$ cat src/rtl/read_lcd.sv
// read_lcd: LCD read custom instruction.
// A read sets RS/RW, raises E after a setup time, captures DB7..DB0 at the
// end of the E pulse, then waits out a hold time. In poll mode the read repeats
// while the busy flag (bit7) stays set, up to MAX_POLLS reads.
module read_lcd #(
    parameter int unsigned T_SETUP   = 5,
    parameter int unsigned T_PULSE   = 25,
    parameter int unsigned T_HOLD    = 25,
    parameter int unsigned MAX_POLLS = 1000
) (
    input  logic        clk,
    input  logic        reset,
    input  logic        clk_en,
    input  logic        start,
    input  logic [31:0] dataA,
    input  logic [31:0] dataB,
    input  logic [7:0]  data_in,
    output logic [31:0] result,
    output logic        done,
    output logic        register_select,
    output logic        read_write,
    output logic        enable_op
);

    typedef enum logic [1:0] {
        IDLE,
        SETUP,
        PULSE,
        HOLD
    } state_t;

    // Phase counter only has to reach the longest of the three phase lengths.
    localparam int unsigned T_SP  = (T_SETUP > T_PULSE) ? T_SETUP : T_PULSE;
    localparam int unsigned T_MAX = (T_SP > T_HOLD) ? T_SP : T_HOLD;
    localparam int unsigned CW    = (T_MAX > 1) ? $clog2(T_MAX) : 1;

    localparam logic [CW-1:0] SETUP_LAST = CW'(T_SETUP - 1);
    localparam logic [CW-1:0] PULSE_LAST = CW'(T_PULSE - 1);
    localparam logic [CW-1:0] HOLD_LAST  = CW'(T_HOLD - 1);
    localparam logic [15:0]   POLL_LIMIT = 16'(MAX_POLLS);

    state_t        state_q, state_d;
    logic [CW-1:0] cnt_q, cnt_d;
    logic [15:0]   rdcnt_q, rdcnt_d;
    logic [7:0]    byte_q, byte_d;
    logic          poll_q, poll_d;
    logic [31:0]   result_q, result_d;
    logic          done_q, done_d;
    logic          e_q, e_d;
    logic          rs_q, rs_d;
    logic          rw_q, rw_d;

    // Only bit 0 of each operand carries meaning.
    logic unused_operand_bits;
    assign unused_operand_bits = ^{dataA[31:1], dataB[31:1]};

    // State and datapath registers; everything freezes while clk_en is low.
    always_ff @(posedge clk) begin
        if (reset) begin
            state_q  <= IDLE;
            cnt_q    <= '0;
            rdcnt_q  <= '0;
            byte_q   <= '0;
            poll_q   <= 1'b0;
            result_q <= '0;
            done_q   <= 1'b0;
            e_q      <= 1'b0;
            rs_q     <= 1'b0;
            rw_q     <= 1'b0;
        end else if (clk_en) begin
            state_q  <= state_d;
            cnt_q    <= cnt_d;
            rdcnt_q  <= rdcnt_d;
            byte_q   <= byte_d;
            poll_q   <= poll_d;
            result_q <= result_d;
            done_q   <= done_d;
            e_q      <= e_d;
            rs_q     <= rs_d;
            rw_q     <= rw_d;
        end
    end

    // Next-state and LCD bus sequencing for one read (or a chain of poll reads).
    always_comb begin
        state_d  = state_q;
        cnt_d    = cnt_q;
        rdcnt_d  = rdcnt_q;
        byte_d   = byte_q;
        poll_d   = poll_q;
        result_d = result_q;
        done_d   = 1'b0;
        e_d      = e_q;
        rs_d     = rs_q;
        rw_d     = rw_q;

        case (state_q)
            IDLE: begin
                e_d  = 1'b0;
                rw_d = 1'b0;
                if (start) begin
                    poll_d  = dataB[0];
                    rs_d    = dataB[0] ? 1'b0 : dataA[0];
                    rw_d    = 1'b1;
                    cnt_d   = '0;
                    rdcnt_d = '0;
                    state_d = SETUP;
                end
            end

            SETUP: begin
                if (cnt_q == SETUP_LAST) begin
                    cnt_d   = '0;
                    e_d     = 1'b1;
                    state_d = PULSE;
                end else begin
                    cnt_d = cnt_q + 1'b1;
                end
            end

            PULSE: begin
                if (cnt_q == PULSE_LAST) begin
                    byte_d  = data_in;
                    if (rdcnt_q < POLL_LIMIT) begin
                        rdcnt_d = rdcnt_q + 16'd1;
                    end
                    e_d     = 1'b0;
                    cnt_d   = '0;
                    state_d = HOLD;
                end else begin
                    cnt_d = cnt_q + 1'b1;
                end
            end

            HOLD: begin
                if (cnt_q == HOLD_LAST) begin
                    if (poll_q && byte_q[7] && (rdcnt_q < POLL_LIMIT)) begin
                        cnt_d   = '0;
                        state_d = SETUP;
                    end else begin
                        result_d = {rdcnt_q, 7'b0, poll_q & byte_q[7], byte_q};
                        done_d   = 1'b1;
                        rw_d     = 1'b0;
                        rs_d     = 1'b0;
                        state_d  = IDLE;
                    end
                end else begin
                    cnt_d = cnt_q + 1'b1;
                end
            end

            default: begin
                state_d = IDLE;
            end
        endcase
    end

    assign result          = result_q;
    assign done            = done_q;
    assign register_select = rs_q;
    assign read_write      = rw_q;
    assign enable_op       = e_q;

endmodule

$ cat config.mk
export PLATFORM = sky130hd
export DESIGN_NAME = read_lcd
export DESIGN_NICKNAME = d
export VERILOG_FILES = /design/src/rtl/read_lcd.sv
export SDC_FILE = /design/constraint.sdc
export NUM_CORES = 1
export LEC_CHECK = 0
export BUFFER_PORTS_ARGS = -buffer_cell sky130_fd_sc_hd__buf_2
export CORE_AREA = 2 2 120 64
export CTS_BUF_LIST = sky130_fd_sc_hd__clkbuf_8
export CTS_CLUSTER_SIZE = 25
export DETAILED_ROUTE_END_ITERATION = 8
export DIE_AREA = 0 0 122 66
export PLACE_DENSITY_LB_ADDON = 0.25
export SETUP_SLACK_MARGIN = 0.05
export SYNTH_ARGS = -nofsm -noshare
export SYNTH_HDL_FRONTEND = slang
export SYNTH_SLANG_ARGS = --single-unit
$ cat constraint.sdc
create_clock -name clk -period 3.6 [get_ports clk]
set_input_delay 0.54 -clock clk [delete_from_list [all_inputs] [get_ports clk]]
set_output_delay 0.54 -clock clk [all_outputs]
set_load 0.01 [all_outputs]
==> After elaboration in Yosys (flattened, before gate mapping) <==
Index checks and enable logic that the tools add are counted.
{ "classes": {"bitwise": 2, "n_lt_le_gt_ge": 1, "addsub": 2, "n_reduce_logical": 15, "n_eq_ne": 12, "muxes": 29} }
{ "op_table": {"columns": ["operator", "n"], "rows": [
  ["$mux W16", 3],
  ["$pmux W16 S2", 1],
  ["$mux W5", 5],
  ["$pmux W5 S4", 1],
  ["$add A16 B1 Y16 const B", 1],
  ["$lt A16 B10 Y1 const B", 1],
  ["$reduce_and A5 Y1", 3],
  ["$ne A2 B2 Y1 const B", 6],
  ["$reduce_and A4 Y1", 3],
  ["$mux W1", 11],
  ["$reduce_and A3 Y1", 3],
  ["$mux W2", 4],
  ["$pmux W2 S4", 1],
  ["$add A5 B1 Y5 const B", 1],
  ["$eq A5 B3 Y1 const B", 1],
  ["$eq A5 B5 Y1 const B", 1],
  ["$eq A2 B2 Y1 const B", 2],
  ["$pmux W1 S2", 2],
  ["$reduce_bool A2 Y1", 2],
  ["$ne A3 B3 Y1 const B", 1],
  ["$pmux W1 S3", 1],
  ["$reduce_bool A3 Y1", 1],
  ["$eq A2 B1 Y1 const B", 1],
  ["$logic_and A1 B1 Y1", 2],
  ["3 further kinds", 3]
]} }
{ "totals": {"register_bits": 61, "inputBits": 76, "out_inout_bits": 36, "word_cells": 71} }

==> Depth between registers and ports, before layout <==
Gate-level depths: netlist (run 1).
{ "depth": {"depth_word": 5, "ltp_mapped": 9} }

==> Worst setup path after synthesis (run 1) <==
OpenSTA, ideal clock, no wires.
{ "synth_path": {"path_kind": "reg-to-reg", "from": "reg state_q[0]", "to": "reg rdcnt_q[3]", "synth_period_minus_slack_ns": 1.841, "required_time_ns": 3.529, "n_path_buf": 1, "setup_slack_ns": 1.759, "stages_incl_launch_ff": 8, "arrival_time_ns": 1.770, "cell_sequence": "dfxtp_1 > inv_1 > ha_1 > buf_2 > mux2_2 > nand3_1 > or4_1 > a21oi_1"} }
{ "synth_between": {"elab_chain_len": 3, "elab_cells_between_ends": 8, "cone_classes": "eq/ne: 4; mux: 1; reduce/logical: 3"} }
{ "synth_lines": {"columns": ["element", "line_no", "rtl"], "rows": [
  ["start: declaration", "42", "state_t state_q, state_d;"],
  ["start signal: assignment", "71", "state_q <= state_d;"],
  ["$eq A2 B2 Y1 / $logic_not A2 Y1 (equally long branches)", "97", "case (state_q)"],
  ["$ne A2 B2 Y1 (no line) / $reduce_bool A2 Y1 (equally long branches)", null, null],
  ["$reduce_and A5 Y1 (no line)", null, null],
  ["end signal: assignment", "73", "rdcnt_q <= rdcnt_d;"],
  ["end: declaration", "44", "logic [15:0] rdcnt_q, rdcnt_d;"]
]} }
Several ways; a longest one is shown, not always the timed one.
A chain may end at the register's enable or synchronous reset.

==> Final worst setup path (run 1) <==
{ "layout_path": {"from": "reg byte_q[7]", "to": "reg result_q[8], in the netlist result[8]"} }
{ "layout_between": {"elab_chain_len": 4, "elab_cells_between_ends": 5, "cone_classes": "bitwise: 2; reduce/logical: 3"} }
{ "layout_lines": {"columns": ["element", "line_no", "rtl"], "rows": [
  ["start: declaration", "45", "logic [7:0] byte_q, byte_d;"],
  ["start signal: assignment", "74", "byte_q <= byte_d;"],
  ["$logic_and A1 B1 Y1 (2 in a row)", "137", "if (poll_q && byte_q[7] && (rdcnt_q < POLL_LIMIT)) begin"],
  ["$not A1 Y1 (no line)", null, null],
  ["$reduce_and A4 Y1 (no line)", null, null],
  ["end signal: assignment", "76", "result_q <= result_d;"],
  ["end: declaration", "47", "logic [31:0] result_q, result_d;"]
]} }
Several ways; a longest one is shown, not always the timed one.

==> flow_metrics.tcl, run 1 <==
set metrics [dict create \
    syn_inst 340 \
    viasPerCell 5.765 \
    diodes 0 \
    crit_family "compound AO/OA/AOI/OAI gates" \
    cp-end-kind "register" \
    path_buf_inv 0 \
    skew_ps 9.465 \
    grt_usage_pct 20.78 \
    worst_slew_margin_rel_pct 29.68 \
    cts_tree "yes" \
    maxCapViolations 0 \
    period_share_pct 67.54 \
    totalWireLength_um 7957 \
    post_cts_buffers 0 \
    cts_sinks 61 \
    cts_max_level 3 \
    whs_ps 432.2 \
    routed-via-count 2704 \
    fin_setup_tns_ps 0 \
    drt_iter0_drc 284 \
    holdCritPathClass "in2reg" \
    avgSynthCellArea_um2 8.931 \
    die_h_um 66 \
    dp_hpwl_um 5252 \
    worstMarginPinSlew_ps 1055 \
    synth_edf_count 0 \
    fmax_mhz 411.3 \
    final_common_cell "dfxtp_1" \
    period_needed_ps 2431 \
    rsz0062_at_grt "no" \
    start_util_pct 43.26 \
    grt_pass1_wl_um 12790 \
    cpPeakStageDelay_ps 940 \
    cts_resized 0 \
    critPathMaxFanout 28 \
    p_leak_nw 1.337 \
    overflow 0 \
    cts_buffers 9 \
    cts.hold.buffers_added 0 \
    antenna_found_initial 0 \
    num_rows 22 \
    firstDrtPassIters 4 \
    ant_nets 0 \
    nets 452 \
    netlist_area_um2 3037 \
    cp.arrival_ps 2670 \
    async_flop_share_pct 0 \
    die-area_um2 8052 \
    ys_ff_latch 61 \
    grt_pass1_vias 2432 \
    yosys_warnings 0 \
    area_delta_synth_final_pct 12.28 \
    place.port_buffers 42 \
    p_per_area_nw_per_um2 405.5 \
    status "finished, final reports clean" \
    critPathRequiredTime_ps 3830 \
    crit_chain "nor4bb_1 > o211a_1 > nor3_1 > mux2_2" \
    worst_setup_path_start_kind "register" \
    cts.clk_slew.worst_paths_ps 60 \
    cts-root-buf "clkbuf_8" \
    grt_start_max_net_pins 53 \
    layout_common_cells "dfxtp_1 (61), buf_2 (42), a21oi_1 (33), nand4_1 (32), o31ai_1 (30)" \
    synth_cell_types 51 \
    core_area_um2 7019 \
    finalMaxSlewViolations 0 \
    ioPinCount 112 \
    die_w_um 122 \
    clk_path_buf_depth 2 \
    path_class "reg2reg" \
    setup_viol 0 \
    synthFlopType "dfxtp_1" \
    ys_seq_area_share_pct 40.21 \
    post_route_cells_drive_above_1_share_pct 19.57 \
    insertion_delay_ps 350 \
    wire_per_inst_um 16.97 \
    ir_drop_mv 0.1899 \
    gp_congestion 0.7956 \
    hold_viol_final 0 \
    drc 0 \
    worst_path_max_delay_cell "o211a_1" \
]
-- sequential cells by signal, indices dropped and copies added, names as in the netlist --
signal	cells
read_write	1
cnt_q	5
rdcnt_q	16
enable_op	1
register_select	1
state_q	2
done	1
result	25
poll_q	1
byte_q	8
-- power breakdown --
part | internal, mW | switching (mW)
registers | 0.681 | 0.00482
logic | 0.0403 | 0.0861
clock network | 0.301 | 0.269
total | 1.02 | 0.360
-- cell usage after synthesis (3+ instances only) --
| library cell | count | area (um2) |
|---|---|---|
| dfxtp_1 | 61 | 1221 |
| a21oi_1 | 33 | 165.2 |
| nand4_1 | 32 | 200.2 |
| o31ai_1 | 30 | 225.2 |
| nor2_1 | 22 | 82.58 |
| clkbuf_1 | 18 | 67.56 |
| mux2i_1 | 15 | 150.1 |
| nand2_1 | 12 | 45.04 |
| nand3_1 | 11 | 55.05 |
| inv_1 | 10 | 37.54 |
| and2_1 | 7 | 43.79 |
| buf_4 | 7 | 52.55 |
| ha_1 | 7 | 87.58 |
| buf_2 | 6 | 30.03 |
| or3_1 | 6 | 37.54 |
| or4_1 | 5 | 37.54 |
| nor2b_1 | 4 | 25.02 |
| nor3_1 | 4 | 20.02 |
| o21ai_0 | 4 | 20.02 |
| clkbuf_8 | 3 | 41.29 |
| o211a_1 | 3 | 30.03 |
| o221ai_1 | 3 | 26.28 |
-- routing by layer --
metal  wire length (um)  track usage, %  vias to the layer above
li1                   -               -                     1316
met1               4125           31.26                     1301
met4                 57           5.316                        0
met2               3209           28.00                       81
met5                  0               0                        -
met3                564           6.552                        6
-- through the flow --
stage	instances	total power [mW]	util (%)	cell area, um2	setup WS (ps)
5_1_grt	469	1.446	48.57	3410	1020
2_1_floorplan	346	0.7994	-	3059	1759
6_report	469	1.383	48.57	3410	1169
4_1_cts	469	1.394	48.57	3410	1184
3_5_place_dp	454	0.8257	45.94	3224	1225
3_3_place_gp	454	0.8243	45.94	3224	1219
-- layout make-up --
class                           count  area (um2)
Clock buffer                       12       165.2
Sequential cell                    61        1221
Timing Repair Buffer               47       247.7
Tap cell                           96       120.1
Clock inverter                      3       20.02
Inverter                           12       45.04
Fill cell                         690        3610
Multi-Input combinational cell    238        1590
-- path summary, 6_finish.rpt --
check                                              from                       to  slack (ps)  cells past startpoint
worst min register to register  result[16]$_SDFFE_PP0P_  result[16]$_SDFFE_PP0P_         460                      2
worst max register to register   byte_q[7]$_SDFFE_PP0P_   result[8]$_SDFFE_PP0P_        1170                      4
worst min-delay path                         data_in[0]   byte_q[0]$_SDFFE_PP0P_         430                      3
worst max-delay path             byte_q[7]$_SDFFE_PP0P_   result[8]$_SDFFE_PP0P_        1170                      4
-- tightest hold or removal path, cell delays in order --
cell,delay [ps]
buf_2,80
mux2i_1,50
nor2_1,70
-- cells by family after synthesis --
group                    after synthesis  share of synthesized area (%)
AND/OR/NAND/NOR                      117                          22.41
AO/OA/AOI/OAI                         90                          20.52
flip-flops                            61                          40.21
buffers and inverters                 47                          8.158
multiplexers                          17                          5.686
adder cells (fa/ha/maj)                7                          2.884
other                                  1                         0.1235
Power figures use the tool's default switching activity.
==> inputs of run 2 (changes only) <==
==> constraint.sdc (replaced) <==
create_clock -name clk -period 1.95 [get_ports clk]
set_input_delay 0.2925 -clock clk [delete_from_list [all_inputs] [get_ports clk]]
set_output_delay 0.2925 -clock clk [all_outputs]
set_load 0.01 [all_outputs]
==> run 2 against run 1 <==
  * Final area is 12% higher
  * Worst hold slack worse by 310 ps
  * Total power up 110%
  * Non-clock buffer count rose by 29
  * Register-to-register slack worse by 1000 ps
  * Die area unchanged
  * Critical endpoint is now rdcnt_q[9]$_SDFFE_PP0P_
  * Largest power group is now the clock network
  * Highest routed layer unchanged
==> flow_metrics.tcl, run 2 (synthesized netlist as in run 1, its figures left out) <==
set metrics [dict create \
    viasPerCell 5.629 \
    place.port_buffers 42 \
    ir_drop_mv 0.3837 \
    hold_viol_final 0 \
    p_switching_mw 0.6853 \
    diodes 0 \
    reg2regPathDepth 6 \
    cts_max_level 3 \
    worst_setup_path_start_kind "register" \
    multi_input_area_um2 1689 \
    worstSetupStartpoint "state_q[0]$_SDFFE_PP0P_" \
    insertion_delay_ps 350 \
    dpl_worst_slack_ps -38.92 \
    fill_cells 658 \
    drt_iter0_drc 268 \
    firstDrtPassIters 4 \
    intPower_mw 2.207 \
    start_util_pct 43.26 \
    r2r-start "state_q[0]$_SDFFE_PP0P_" \
    grt_usage_pct 21.62 \
    worst_slew_margin_rel_pct 66.48 \
    maxCapViolations 0 \
    fmax_mhz 546.6 \
    regArea_um2 1224 \
    num_rows 22 \
    status "finished, final reports clean" \
    p_comb_share_pct 10.3 \
    dp_hpwl_um 5806 \
    ioPinCount 112 \
    critPathMaxFanout 7 \
    core_area_um2 7019 \
    die_w_um 122 \
    crit_path_end "rdcnt_q[9]$_SDFFE_PP0P_" \
    p_leak_nw 1.537 \
    worstMarginPinSlew_ps 502.8 \
    p_per_area_nw_per_um2 757.4 \
    period_needed_ps 1830 \
    final_common_cell "dfxtp_1" \
    post_route_cells_drive_above_1_share_pct 30.10 \
    clk_path_buf_depth 2 \
    setup_viol 0 \
    die-area_um2 8052 \
    totalWireLength_um 8222 \
    power_switching_share_pct 23.70 \
    layout_common_cells "dfxtp_1 (59), buf_2 (42), a21oi_1 (32), nand4_1 (32), buf_4 (27)" \
    overflow 0 \
    cts_sinks 61 \
    gp_congestion 0.8325 \
    grt_pass1_wl_um 13180 \
    rsz0062_at_grt "yes" \
    path_class "reg2reg" \
    drc 0 \
    antenna_found_initial 0 \
    cts_buffers 9 \
    grt_pass1_vias 2599 \
    cts.clk_slew.worst_paths_ps 60 \
    cts-root-buf "clkbuf_8" \
    cts_tree "yes" \
    grt_start_max_net_pins 29 \
    routed-via-count 2803 \
    rrSetupSlack_ps 120 \
    largest_reg_flops 25 \
    wire_per_inst_um 16.51 \
    cp-end-kind "register" \
    holdCritPathClass "in2reg" \
    period_share_pct 93.82 \
    cp.arrival_ps 2090 \
    finalMaxSlewViolations 0 \
    total_power_mw 2.892 \
    cts.hold.buffers_added 0 \
    p_clk_share_pct 45.9 \
    seqPwrFrac_pct 43.9 \
    nets 481 \
    die_h_um 66 \
    worst_slack_ps 120.4 \
    critPathRequiredTime_ps 2210 \
    area_delta_synth_final_pct 25.75 \
    r2r_end "rdcnt_q[9]$_SDFFE_PP0P_" \
    ant_nets 0 \
    skew_ps 7.933 \
]
run 2: cell count changes in the layout (fill, tap and decap cells not counted), moves of 3 or more:
cell       previous run  this run
ha_1                  7         4
bufinv_16             0         3
buf_4                 5        27
buf_6                 0         4
o31ai_1              30        26
o31ai_2               0         4
clkbuf_8             12         9
run 2: how the worst min path moves through the flow:
stage,slack (ps),cells past startpoint,start,endpoint
floorplan,440,2,data_in[0],byte_q[0]$_SDFFE_PP0P_
global placement,450,2,register_select$_SDFFE_PP0P_,register_select$_SDFFE_PP0P_
detailed placement,460,2,result[29]$_SDFFE_PP0P_,result[29]$_SDFFE_PP0P_
CTS,110,2,reset,state_q[1]$_SDFFE_PP0P_
global route,110,2,reset,state_q[1]$_SDFFE_PP0P_
finish,120,2,reset,state_q[1]$_SDFFE_PP0P_
run 2: power by group through the flow:
stage / clock network, mW / logic, mW / registers (mW)
after floorplan: 0 / 0.181 / 1.29
after global placement: 0 / 0.267 / 1.29
after detailed placement: 0 / 0.270 / 1.29
after CTS: 1.35 / 0.275 / 1.27
after global routing: 1.41 / 0.326 / 1.27
final: 1.33 / 0.297 / 1.27
run 2: what timing repair did:
item	in CTS	in global routing
cloned	0	1
pin swaps	0	4
endpoints found under the setup margin	8	35
gates resized for setup	3	30
buffers inserted	0	1
run 2: per-layer routing:
metal	wire length (um)	part of all wire, %	track usage (%)
met5	0	0	0
met4	65	0.79	6.322
met3	568	6.9	6.724
met2	3339	41	29.33
met1	4247	52	32.17
run 2: layout make-up:
type / instances / area share [%]
multi-input cells: 238 / 44.23
flip-flops and latches: 61 / 32.04
repair buffers: 76 / 13.43
clock buffers: 9 / 3.244
well taps: 96 / 3.145
clock inverters: 6 / 2.720
inverters: 12 / 1.180
run 2: per-stage QoR:
| step | hold WS (ps) | utilization (%) | TNS, ps | cell area (um2) | instances |
|---|---|---|---|---|---|
| detailed placement | 458.3 | 49.18 | -76.54 | 3452 | 481 |
| finish | 120.4 | 54.40 | 0 | 3819 | 498 |
| global route | 107.8 | 54.40 | 0 | 3819 | 498 |
| floorplan | 436.4 | - | 0 | 3059 | 346 |
| global placement | 448.9 | 49.18 | -5.532 | 3452 | 481 |
| CTS | 111.6 | 52.58 | 0 | 3691 | 496 |
run 2: worst max-delay path, stage by stage (launching register included):
cell and delay [ps]:
dfxtp_1 380, inv_2 100, ha_4 200, mux2_2 270, nand4_1 200, or3_4 390
o31ai_1 190
==> inputs of run 3 (changes only) <==
--- a/config.mk
+++ b/config.mk
@@ -6,13 +6,15 @@
 export NUM_CORES = 1
 export LEC_CHECK = 0
 export BUFFER_PORTS_ARGS = -buffer_cell sky130_fd_sc_hd__buf_2
+export CAP_MARGIN = 20
 export CORE_AREA = 2 2 120 64
 export CTS_BUF_LIST = sky130_fd_sc_hd__clkbuf_8
 export CTS_CLUSTER_SIZE = 25
 export DETAILED_ROUTE_END_ITERATION = 8
 export DIE_AREA = 0 0 122 66
-export PLACE_DENSITY_LB_ADDON = 0.25
+export PLACE_DENSITY = 0.78
 export SETUP_SLACK_MARGIN = 0.05
+export SLEW_MARGIN = 15
 export SYNTH_ARGS = -nofsm -noshare
 export SYNTH_HDL_FRONTEND = slang
 export SYNTH_SLANG_ARGS = --single-unit
==> run 3 against run 2 <==
  * Final area is 2.2% lower
  * Sequential power hardly changed
  * Sequential share of layout area is 0.70 points higher
  * Utilization is 1.2 points lower
  * Via count is 3.9% higher
  * Critical path depth is 2 higher
  * Cell count is 0.40% lower
  * Non-clock buffer count is 2 lower
  * Critical endpoint is now rdcnt_q[6]$_SDFFE_PP0P_
  * Largest power group is now sequential cells
==> flow_metrics.tcl, run 3 (synthesized netlist as in run 1, its figures left out) <==
set metrics [dict create \
    core_area_um2 7019 \
    grt_start_max_net_pins 28 \
    cts_max_level 3 \
    p_switching_mw 0.6932 \
    ir_drop_mv 0.2736 \
    p_clk_share_pct 41.3 \
    multi_input_area_um2 1659 \
    insertion_delay_ps 360 \
    cp-end-kind "register" \
    total_power_mw 2.656 \
    layout_common_cells "dfxtp_1 (60), buf_2 (42), a21oi_1 (33), nand4_1 (32), o31ai_1 (30)" \
    period_needed_ps 1882 \
    rsz0062_at_grt "yes" \
    antenna_found_initial 0 \
    dp_cells 479 \
    post_route_cells_drive_above_1_share_pct 27.50 \
    critPathRequiredTime_ps 2240 \
    start_util_pct 43.26 \
    seqPwrFrac_pct 47.7 \
    fill_cells 636 \
    crit_family "simple AND/OR/NAND/NOR gates" \
    nets 479 \
    cts-root-buf "clkbuf_8" \
    dr_wl_met2_um 3380 \
    hold_viol_final 0 \
    wl_met3_um 723 \
    area_delta_synth_final_pct 22.95 \
    power_switching_share_pct 26.10 \
    ant_nets 0 \
    status "finished, final reports clean" \
    met1_length_um 4056 \
    path_buf_inv 3 \
    highest_layer "met4" \
    crit_chain "inv_1 > ha_1 > and4b_2 > buf_4 > nand4_1 > buf_4 > nor3_2 > mux2i_1" \
    routed-via-count 2911 \
    whs_ps 171.0 \
    cts.clk_slew.worst_paths_ps 70 \
    grt_pass1_vias 2671 \
    p_comb_share_pct 11.0 \
    place.port_buffers 42 \
    final_cells 496 \
    holdCritPathClass "in2reg" \
    critPathMaxFanout 7 \
    worst_slack_ps 68.07 \
    regArea_um2 1222 \
    cts.hold.buffers_added 0 \
    cp.arrival_ps 2170 \
    cpPeakStageDelay_ps 350 \
    fmax_mhz 531.4 \
    p_per_area_nw_per_um2 711.3 \
    cts_tree "yes" \
    final_common_cell "dfxtp_1" \
    diodes 0 \
    ioPinCount 112 \
    gp_congestion 0.8444 \
    setup_viol 0 \
    dpl_worst_slack_ps -8.260 \
    intPower_mw 1.963 \
    grt_pass1_wl_um 13460 \
    dp_hpwl_um 5805 \
    drc 0 \
    num_rows 22 \
    die_h_um 66 \
    path_class "reg2reg" \
    cp_common_cell "buf_4" \
    cts_sinks 61 \
    largest_reg_flops 25 \
    p_leak_nw 1.499 \
    cts_buffers 9 \
    viasPerCell 5.869 \
    period_share_pct 96.51 \
    grt_usage_pct 22.00 \
    die-area_um2 8052 \
    finalMaxSlewViolations 0 \
    clk_path_buf_depth 2 \
    overflow 0 \
    totalWireLength_um 8338 \
    fin_setup_tns_ps 0 \
    wire_per_inst_um 16.81 \
    die_w_um 122 \
    worst_setup_path_start_kind "register" \
    firstDrtPassIters 5 \
    worst_path_max_delay_cell "and4b_2" \
    skew_ps 7.376 \
    maxCapViolations 0 \
    drt_iter0_drc 417 \
]
-- run 3: worst register-to-register path, stage by stage, from the launching register on --
cell,delay (ps)
dfxtp_1,310
inv_1,80
ha_1,170
and4b_2,350
buf_4,170
nand4_1,130
buf_4,200
nor3_2,200
mux2i_1,210
-- run 3: what timing repair did --
item | CTS | global route
setup endpoints to repair | 7 | 21
gates resized for setup | 3 | 12
buffers inserted | 0 | 2
endpoints found under the hold margin | 0 | 0
-- run 3: power by group through the flow --
stage / Combinational, mW / Sequential, mW / Clock, mW
2_1_floorplan: 0.181 / 1.29 / 0
3_3_place_gp: 0.264 / 1.29 / 0
3_5_place_dp: 0.273 / 1.29 / 0
4_1_cts: 0.277 / 1.27 / 1.12
5_1_grt: 0.320 / 1.27 / 1.19
6_report: 0.292 / 1.27 / 1.10
-- run 3: per-layer routing --
| layer | track usage, % | vias to the layer above |
|---|---|---|
| li1 | - | 1374 |
| met1 | 30.79 | 1379 |
| met2 | 31.22 | 137 |
| met3 | 7.155 | 21 |
| met4 | 8.333 | 0 |
| met5 | 0 | - |
-- run 3: per-stage QoR --
step	utilization (%)	instance area, um2
floorplan	-	3059
global placement	49.14	3450
detailed placement	49.14	3450
CTS	52.07	3655
global route	53.19	3734
finish	53.19	3734
-- run 3: area by class of cell --
cell class	instances	share of cell area, %
Tap cell	96	3.217
Clock buffer	13	4.792
Inverter	12	1.206
Multi-Input combinational cell	238	44.44
Clock inverter	2	0.4357
Timing Repair Buffer	74	13.17
Sequential cell	61	32.74
-- run 3: path summary, 6_finish.rpt --
| kind | cells past startpoint | slack (ps) | start | endpoint |
|---|---|---|---|---|
| max | 8 | 70 | cnt_q[0]$_SDFFE_PP0P_ | rdcnt_q[6]$_SDFFE_PP0P_ |
| min reg2reg | 2 | 460 | register_select$_SDFFE_PP0P_ | register_select$_SDFFE_PP0P_ |
| min | 3 | 170 | data_in[3] | byte_q[3]$_SDFFE_PP0P_ |
| max reg2reg | 8 | 70 | cnt_q[0]$_SDFFE_PP0P_ | rdcnt_q[6]$_SDFFE_PP0P_ |
